`src/rtl/pe_uop_sequencer.sv`:
```
// Per-window micro-op issuer for a single PE: flush, K MAC uops, optional bias uop, output enable.
// Fetches operands from two synchronous-read buffers and returns the (optionally ReLU'd) PE result.
module pe_uop_sequencer #(
  parameter int DATA_W = 16,
  parameter int ADDR_W = 10,
  parameter int LEN_W  = 8
) (
  input  logic              clk,
  input  logic              rst,
  input  logic              cmd_valid,
  output logic              cmd_ready,
  input  logic [LEN_W-1:0]  cmd_len,
  input  logic [ADDR_W-1:0] cmd_x_base,
  input  logic [ADDR_W-1:0] cmd_w_base,
  input  logic [ADDR_W-1:0] cmd_bias_addr,
  input  logic              cmd_bias_en,
  input  logic              cmd_relu_en,
  output logic              x_rd_en,
  output logic [ADDR_W-1:0] x_rd_addr,
  input  logic [DATA_W-1:0] x_rd_data,
  output logic              w_rd_en,
  output logic [ADDR_W-1:0] w_rd_addr,
  input  logic [DATA_W-1:0] w_rd_data,
  output logic [DATA_W-1:0] pe_x,
  output logic [DATA_W-1:0] pe_weight,
  output logic              pe_flush,
  output logic              pe_in_valid,
  output logic              pe_calc_bias,
  output logic              pe_out_en,
  output logic              pe_calc_relu,
  input  logic [DATA_W-1:0] pe_result,
  input  logic              pe_out_valid,
  input  logic              pe_illegal_uop,
  output logic              res_valid,
  input  logic              res_ready,
  output logic [DATA_W-1:0] res_data,
  output logic              err
);

  typedef enum logic [2:0] {
    S_IDLE, S_FLUSH, S_ISSUE, S_DRAIN, S_WAIT, S_OUT
  } state_t;

  localparam logic [LEN_W:0] ONE = {{LEN_W{1'b0}}, 1'b1};

  state_t r_state, w_state_nxt;

  logic [LEN_W-1:0]  r_len;
  logic [ADDR_W-1:0] r_x_base, r_w_base, r_bias_addr;
  logic              r_bias_en, r_relu_en;
  logic [LEN_W:0]    r_rd_idx;
  logic              r_vld_p1, r_bias_p1, r_last_p1, r_oeo_p1;
  logic [DATA_W-1:0] r_res;
  logic              r_err;

  logic [LEN_W:0]    w_n;
  logic              w_issue, w_is_mac, w_last, w_accept;

  function automatic logic [DATA_W-1:0] relu_fn(input logic signed [DATA_W-1:0] v,
                                                input logic en);
    return (en && v < 0) ? '0 : v;
  endfunction

  // Total reads for the window: K MAC terms plus the bias fetch when enabled.
  assign w_n      = {1'b0, r_len} + {{LEN_W{1'b0}}, r_bias_en};
  assign w_issue  = (r_state == S_FLUSH || r_state == S_ISSUE) && (r_rd_idx < w_n);
  assign w_is_mac = r_rd_idx < {1'b0, r_len};
  assign w_last   = (r_rd_idx == w_n - ONE);
  assign w_accept = cmd_valid && cmd_ready;

  assign x_rd_en   = w_issue && w_is_mac;
  assign w_rd_en   = w_issue;
  assign x_rd_addr = x_rd_en ? r_x_base + ADDR_W'(r_rd_idx) : '0;
  assign w_rd_addr = !w_rd_en ? '0 :
                     w_is_mac ? r_w_base + ADDR_W'(r_rd_idx) : r_bias_addr;

  assign pe_x         = x_rd_data;
  assign pe_weight    = w_rd_data;
  assign pe_calc_relu = 1'b0;
  assign pe_in_valid  = r_vld_p1;
  assign pe_calc_bias = r_vld_p1 && r_bias_p1;
  assign pe_out_en    = (r_vld_p1 && r_last_p1) || r_oeo_p1;
  assign res_data     = r_res;
  assign err          = r_err;

  always_ff @(posedge clk) begin
    if (rst) r_state <= S_IDLE;
    else     r_state <= w_state_nxt;
  end

  always_comb begin
    w_state_nxt = r_state;
    cmd_ready   = 1'b0;
    res_valid   = 1'b0;
    pe_flush    = 1'b0;
    case (r_state)
      S_IDLE: begin
        cmd_ready = 1'b1;
        if (cmd_valid) w_state_nxt = S_FLUSH;
      end
      S_FLUSH: begin
        pe_flush    = 1'b1;
        w_state_nxt = (w_n <= ONE) ? S_DRAIN : S_ISSUE;
      end
      S_ISSUE: if (w_last) w_state_nxt = S_DRAIN;
      // With nothing to accumulate the result is known to be zero; skip the PE round trip.
      S_DRAIN: w_state_nxt = (w_n == '0) ? S_OUT : S_WAIT;
      S_WAIT:  if (pe_out_valid) w_state_nxt = S_OUT;
      S_OUT: begin
        res_valid = 1'b1;
        if (res_ready) w_state_nxt = S_IDLE;
      end
      default: w_state_nxt = S_IDLE;
    endcase
  end

  // Stage 0: command capture and read issue
  always_ff @(posedge clk) begin
    if (w_accept) begin
      r_len       <= cmd_len;
      r_x_base    <= cmd_x_base;
      r_w_base    <= cmd_w_base;
      r_bias_addr <= cmd_bias_addr;
      r_bias_en   <= cmd_bias_en;
      r_relu_en   <= cmd_relu_en;
    end
  end

  always_ff @(posedge clk) begin
    if (rst)           r_rd_idx <= '0;
    else if (w_accept) r_rd_idx <= '0;
    else if (w_issue)  r_rd_idx <= r_rd_idx + ONE;
  end

  // Stage 1: uop delivery aligned with returning buffer data
  always_ff @(posedge clk) begin
    if (rst) begin
      r_vld_p1  <= 1'b0;
      r_bias_p1 <= 1'b0;
      r_last_p1 <= 1'b0;
      r_oeo_p1  <= 1'b0;
    end else begin
      r_vld_p1  <= w_issue;
      r_bias_p1 <= w_issue && !w_is_mac;
      r_last_p1 <= w_issue && w_last;
      r_oeo_p1  <= (r_state == S_FLUSH) && (w_n == '0);
    end
  end

  // Stage 2: result capture
  always_ff @(posedge clk) begin
    if (rst)
      r_res <= '0;
    else if (r_state == S_DRAIN && w_n == '0)
      r_res <= '0;
    else if (r_state == S_WAIT && pe_out_valid)
      r_res <= relu_fn(pe_result, r_relu_en);
  end

  always_ff @(posedge clk) begin
    if (rst)                 r_err <= 1'b0;
    else if (pe_illegal_uop) r_err <= 1'b1;
  end

endmodule
```
`config.mk`:
```
export PLATFORM = sky130hd
export DESIGN_NAME = pe_uop_sequencer
export DESIGN_NICKNAME = d
export VERILOG_FILES = /design/src/rtl/pe_uop_sequencer.sv
export SDC_FILE = /design/constraint.sdc
export NUM_CORES = 1
export LEC_CHECK = 0
export CORE_UTILIZATION = 46
export CTS_BUF_LIST = sky130_fd_sc_hd__clkbuf_4
export DETAILED_ROUTE_END_ITERATION = 7
export GPL_ROUTABILITY_DRIVEN = 0
export PLACE_DENSITY = 0.83
export SETUP_SLACK_MARGIN = 0.2
export SYNTH_ARGS = -nofsm -noshare
export SYNTH_HDL_FRONTEND = slang
export SYNTH_SLANG_ARGS = --single-unit
```
`constraint.sdc`:
```
create_clock -name clk -period 4.9 [get_ports clk]
set_input_delay 1.47 -clock clk [delete_from_list [all_inputs] [get_ports clk]]
set_output_delay 1.47 -clock clk [all_outputs]
set_load 0.1 [all_outputs]
```
==> results of run 1 <==
-- routing by layer --
metal	up-vias	share of wire, %
li1	1868	-
met1	1884	37
met2	137	53
met3	57	5.4
met4	0	5.2
met5	-	0
-- state kept, by name, indices dropped and copies added, names as in the netlist --
signal	count
r_relu_en	1
r_x_base	10
pe_in_valid	1
r_state	3
r_oeo_p1	1
r_w_base	10
r_len	8
r_bias_p1	1
r_rd_idx	9
r_bias_en	1
res_data	16
err	1
r_last_p1	1
r_bias_addr	10
-- worst min-delay path by stage --
stage,from,to,slack [ns]
2_1_floorplan,r_rd_idx[8],r_rd_idx[8],0.55
3_3_place_gp,res_data[5],res_data[5],0.44
3_5_place_dp,res_data[5],res_data[5],0.45
4_1_cts,res_data[5],res_data[5],0.46
5_1_grt,res_data[5],res_data[5],0.49
6_report,res_data[2],res_data[2],0.46
-- power by group --
group	total, µW	switching (µW)	internal [µW]
Combinational	2730	1750	978
Clock	433	260	173
Sequential	886	98.9	787
Total	4050	2110	1940
-- layout make-up --
| class | instances | share of cell area (%) |
|---|---|---|
| Multi-Input combinational cell | 334 | 41.30 |
| Clock buffer | 9 | 1.051 |
| Clock inverter | 7 | 1.519 |
| Antenna cell | 1 | 0.03894 |
| Timing Repair Buffer | 128 | 23.07 |
| Tap cell | 133 | 2.590 |
| Sequential cell | 73 | 28.99 |
| Inverter | 23 | 1.441 |
-- worst reg2reg max path: stages, from the launching register on --
cell      delay, ns
edfxtp_1       0.46
ha_4           0.21
ha_4           0.24
inv_4          0.06
buf_4          0.10
buf_4          0.11
ha_1           0.25
nor4b_1        0.34
a41o_1         0.26
nand3_1        0.17
nor2_1         0.14
nand2_1        0.09
o21bai_2       0.57
a21oi_1        0.11
-- per-stage QoR --
stage          setup WS, ns  power, µW  utilization (%)
6_report            0.07360       4048            65.44
3_5_place_dp         0.4344       3381            60.75
3_3_place_gp         0.4873       3330            60.75
4_1_cts             0.08056       3953            63.91
5_1_grt            -0.04788       4215            65.44
2_1_floorplan        0.2145       2734                -
-- logic make-up (layout without fill, tap and decap cells) --
logic type | after synthesis | after routing | synth area share (%)
fa+ha+maj | 37 | 37 | 10.25
buf+inv | 77 | 167 | 9.337
other cells | 1 | 2 | 0.08042
xor+xnor | 40 | 40 | 7.835
simple gates | 152 | 152 | 16.47
mux | 12 | 12 | 2.603
compound gates | 92 | 92 | 13.50
flops | 73 | 73 | 39.92
-- cell usage in the layout, fill, tap and decap left out, types with 12 or more instances in the layout --
master           netlist  layout
inv_1                 23      20
nand3_1               19      19
dfxtp_1               33      32
edfxtp_1              40      40
clkdlybuf4s50_1        0      84
a21o_1                12      12
nor2_1                39      25
a21oi_1               27      27
xnor2_1               26      24
nand2_1               35      34
buf_4                 37      17
buf_12                 0      24
o21ai_0               15      14
ha_1                  35      32
xor2_1                12      12
-- repair_timing --
action,CTS,global route
setup buffers,11,9
hold buffers,0,0
pin swaps,14,11
gates resized for setup,11,16
endpoints found under the setup margin,22,22
==> flow_metrics.tcl, run 1 <==
set metrics [dict create \
    rr_endpoint "res_data[12]" \
    ys_seq_area_share_pct 39.92 \
    path_delay_family "compound AO/OA/AOI/OAI gates" \
    synth_cell_type_count 64 \
    cts_sinks 73 \
    gr-usage-met3_pct 5.559 \
    critPathMostFrequentCell "ha_4" \
    numPortBuffers 106 \
    required_ns 3.43 \
    synth_top_flop_cell "edfxtp_1" \
    nets 700 \
    area_growth_pct 37.81 \
    crit_arrival_ns 3.36 \
    synth_seq_cells 73 \
    die_x_um 102.7 \
    whs_path_depth 2 \
    cp-endpoint "x_rd_addr[2]" \
    multi_input_area_um2 2654 \
    grt_pass1_vias 3974 \
    vias 3946 \
    synthCells 484 \
    post_layout_nonfiller_instances 708 \
    cp_slowest_stage_delay_ns 0.46 \
    yosys.area.top_type_share_pct 25.76 \
    root_buffer "clkbuf_4" \
    post_dp_cell_area_um2 5966 \
    htreeDepth 3 \
    worst-path-stages 14 \
    cp_num_buf_inv 4 \
    max_freq_mhz 207.2 \
    p_leak_uw 0.002554 \
    synth-edff-count 40 \
    finalHoldViolCount 0 \
    worst_pin_slew_ns 1.057 \
    track_usage_pct 24.31 \
    async_flop_share_pct 0 \
    dieArea_um2 10540 \
    fin_skew_ns 0.02063 \
    ant_nets 0 \
    crit_chain "ha_4 > ha_4 > inv_4 > ha_4 > nor2b_4 > o31ai_2 > o211ai_1 > o2111ai_2 > o211a_4 > nand3_4 > buf_12 > buf_6 > nor2_4 > buf_12" \
    viasPerCell 5.573 \
    use_met2_pct 43.85 \
    run_status "complete, no violations" \
    crit_path_top_delay_cell "edfxtp_1" \
    dr.pass1.iters 5 \
    cts_tree "done" \
    setup_viol 0 \
    rows 36 \
    worstPathMaxFanout 6 \
    synth_area_um2 4663 \
    synth.most_common_cell "edfxtp_1" \
    rrSetupSlack_ns 1.67 \
    crit_type "register to primary output" \
    synth_commonest_cells "edfxtp_1 (40), nor2_1 (39), buf_4 (37), ha_1 (35), nand2_1 (35)" \
    placed_cells 671 \
    startpoint "r_bias_en" \
    fin_crit_ns 4.826 \
    grt-busiest-layer "met2" \
    coreArea_um2 9819 \
    worst-r2r-cell-count 13 \
    syn-num-nets 615 \
    yosys.area.top_type "edfxtp_1" \
    grt_max_degree 45 \
    synth.area.top_cells "edfxtp_1 (26%), dfxtp_1 (14%), ha_1 (9.4%)" \
    fillCellCount 762 \
    cts_buffers 9 \
    drt_iter0_markers 238 \
    start_util_pct 47.49 \
    rsz0062_at_grt "yes" \
    r2r_start "r_bias_en" \
    min_period_over_period_pct 98.50 \
    end_kind "primary output" \
    wl_per_cell_um 18.12 \
    slew_headroom_pct 29.55 \
    clk_pin_slew_ns 0.14 \
    syn_area_per_cell_um2 9.635 \
    pin_count 172 \
    dieHeight_um 102.7 \
    grt-ovfl-total 0 \
    ir_worst_vdd_mv 0.6162 \
    powerDensity_nw_per_um2 630.0 \
    final_area_um2 6426 \
    antenna_found_initial 1 \
    drive_gt1_share_pct 19.69 \
    clk-insertion-delay-late_ns 0.43 \
    grt_pass1_wl_um 19340 \
    slew_violations 0 \
    whs_ns 0.4626 \
    wl_um 12830 \
    regArea_um2 1863 \
    ys_warn_count 0 \
    gr-usage-met1_pct 25.17 \
    hpwlAfterDp_um 8876 \
    max_cap_violations 0 \
    hold_path.class "register to register" \
    clock_path_buffers 2 \
    start_kind "register" \
    setup-tns-final_ns 0 \
    route.detailed.drc 0 \
]
Power figures use the tool's default switching activity.
==> inputs of run 2 (changes only) <==
- SLEW_MARGIN: default -> 5
==> results of run 2 <==
Same layout as run 1: the final DEF is identical, and so are final timing and power.
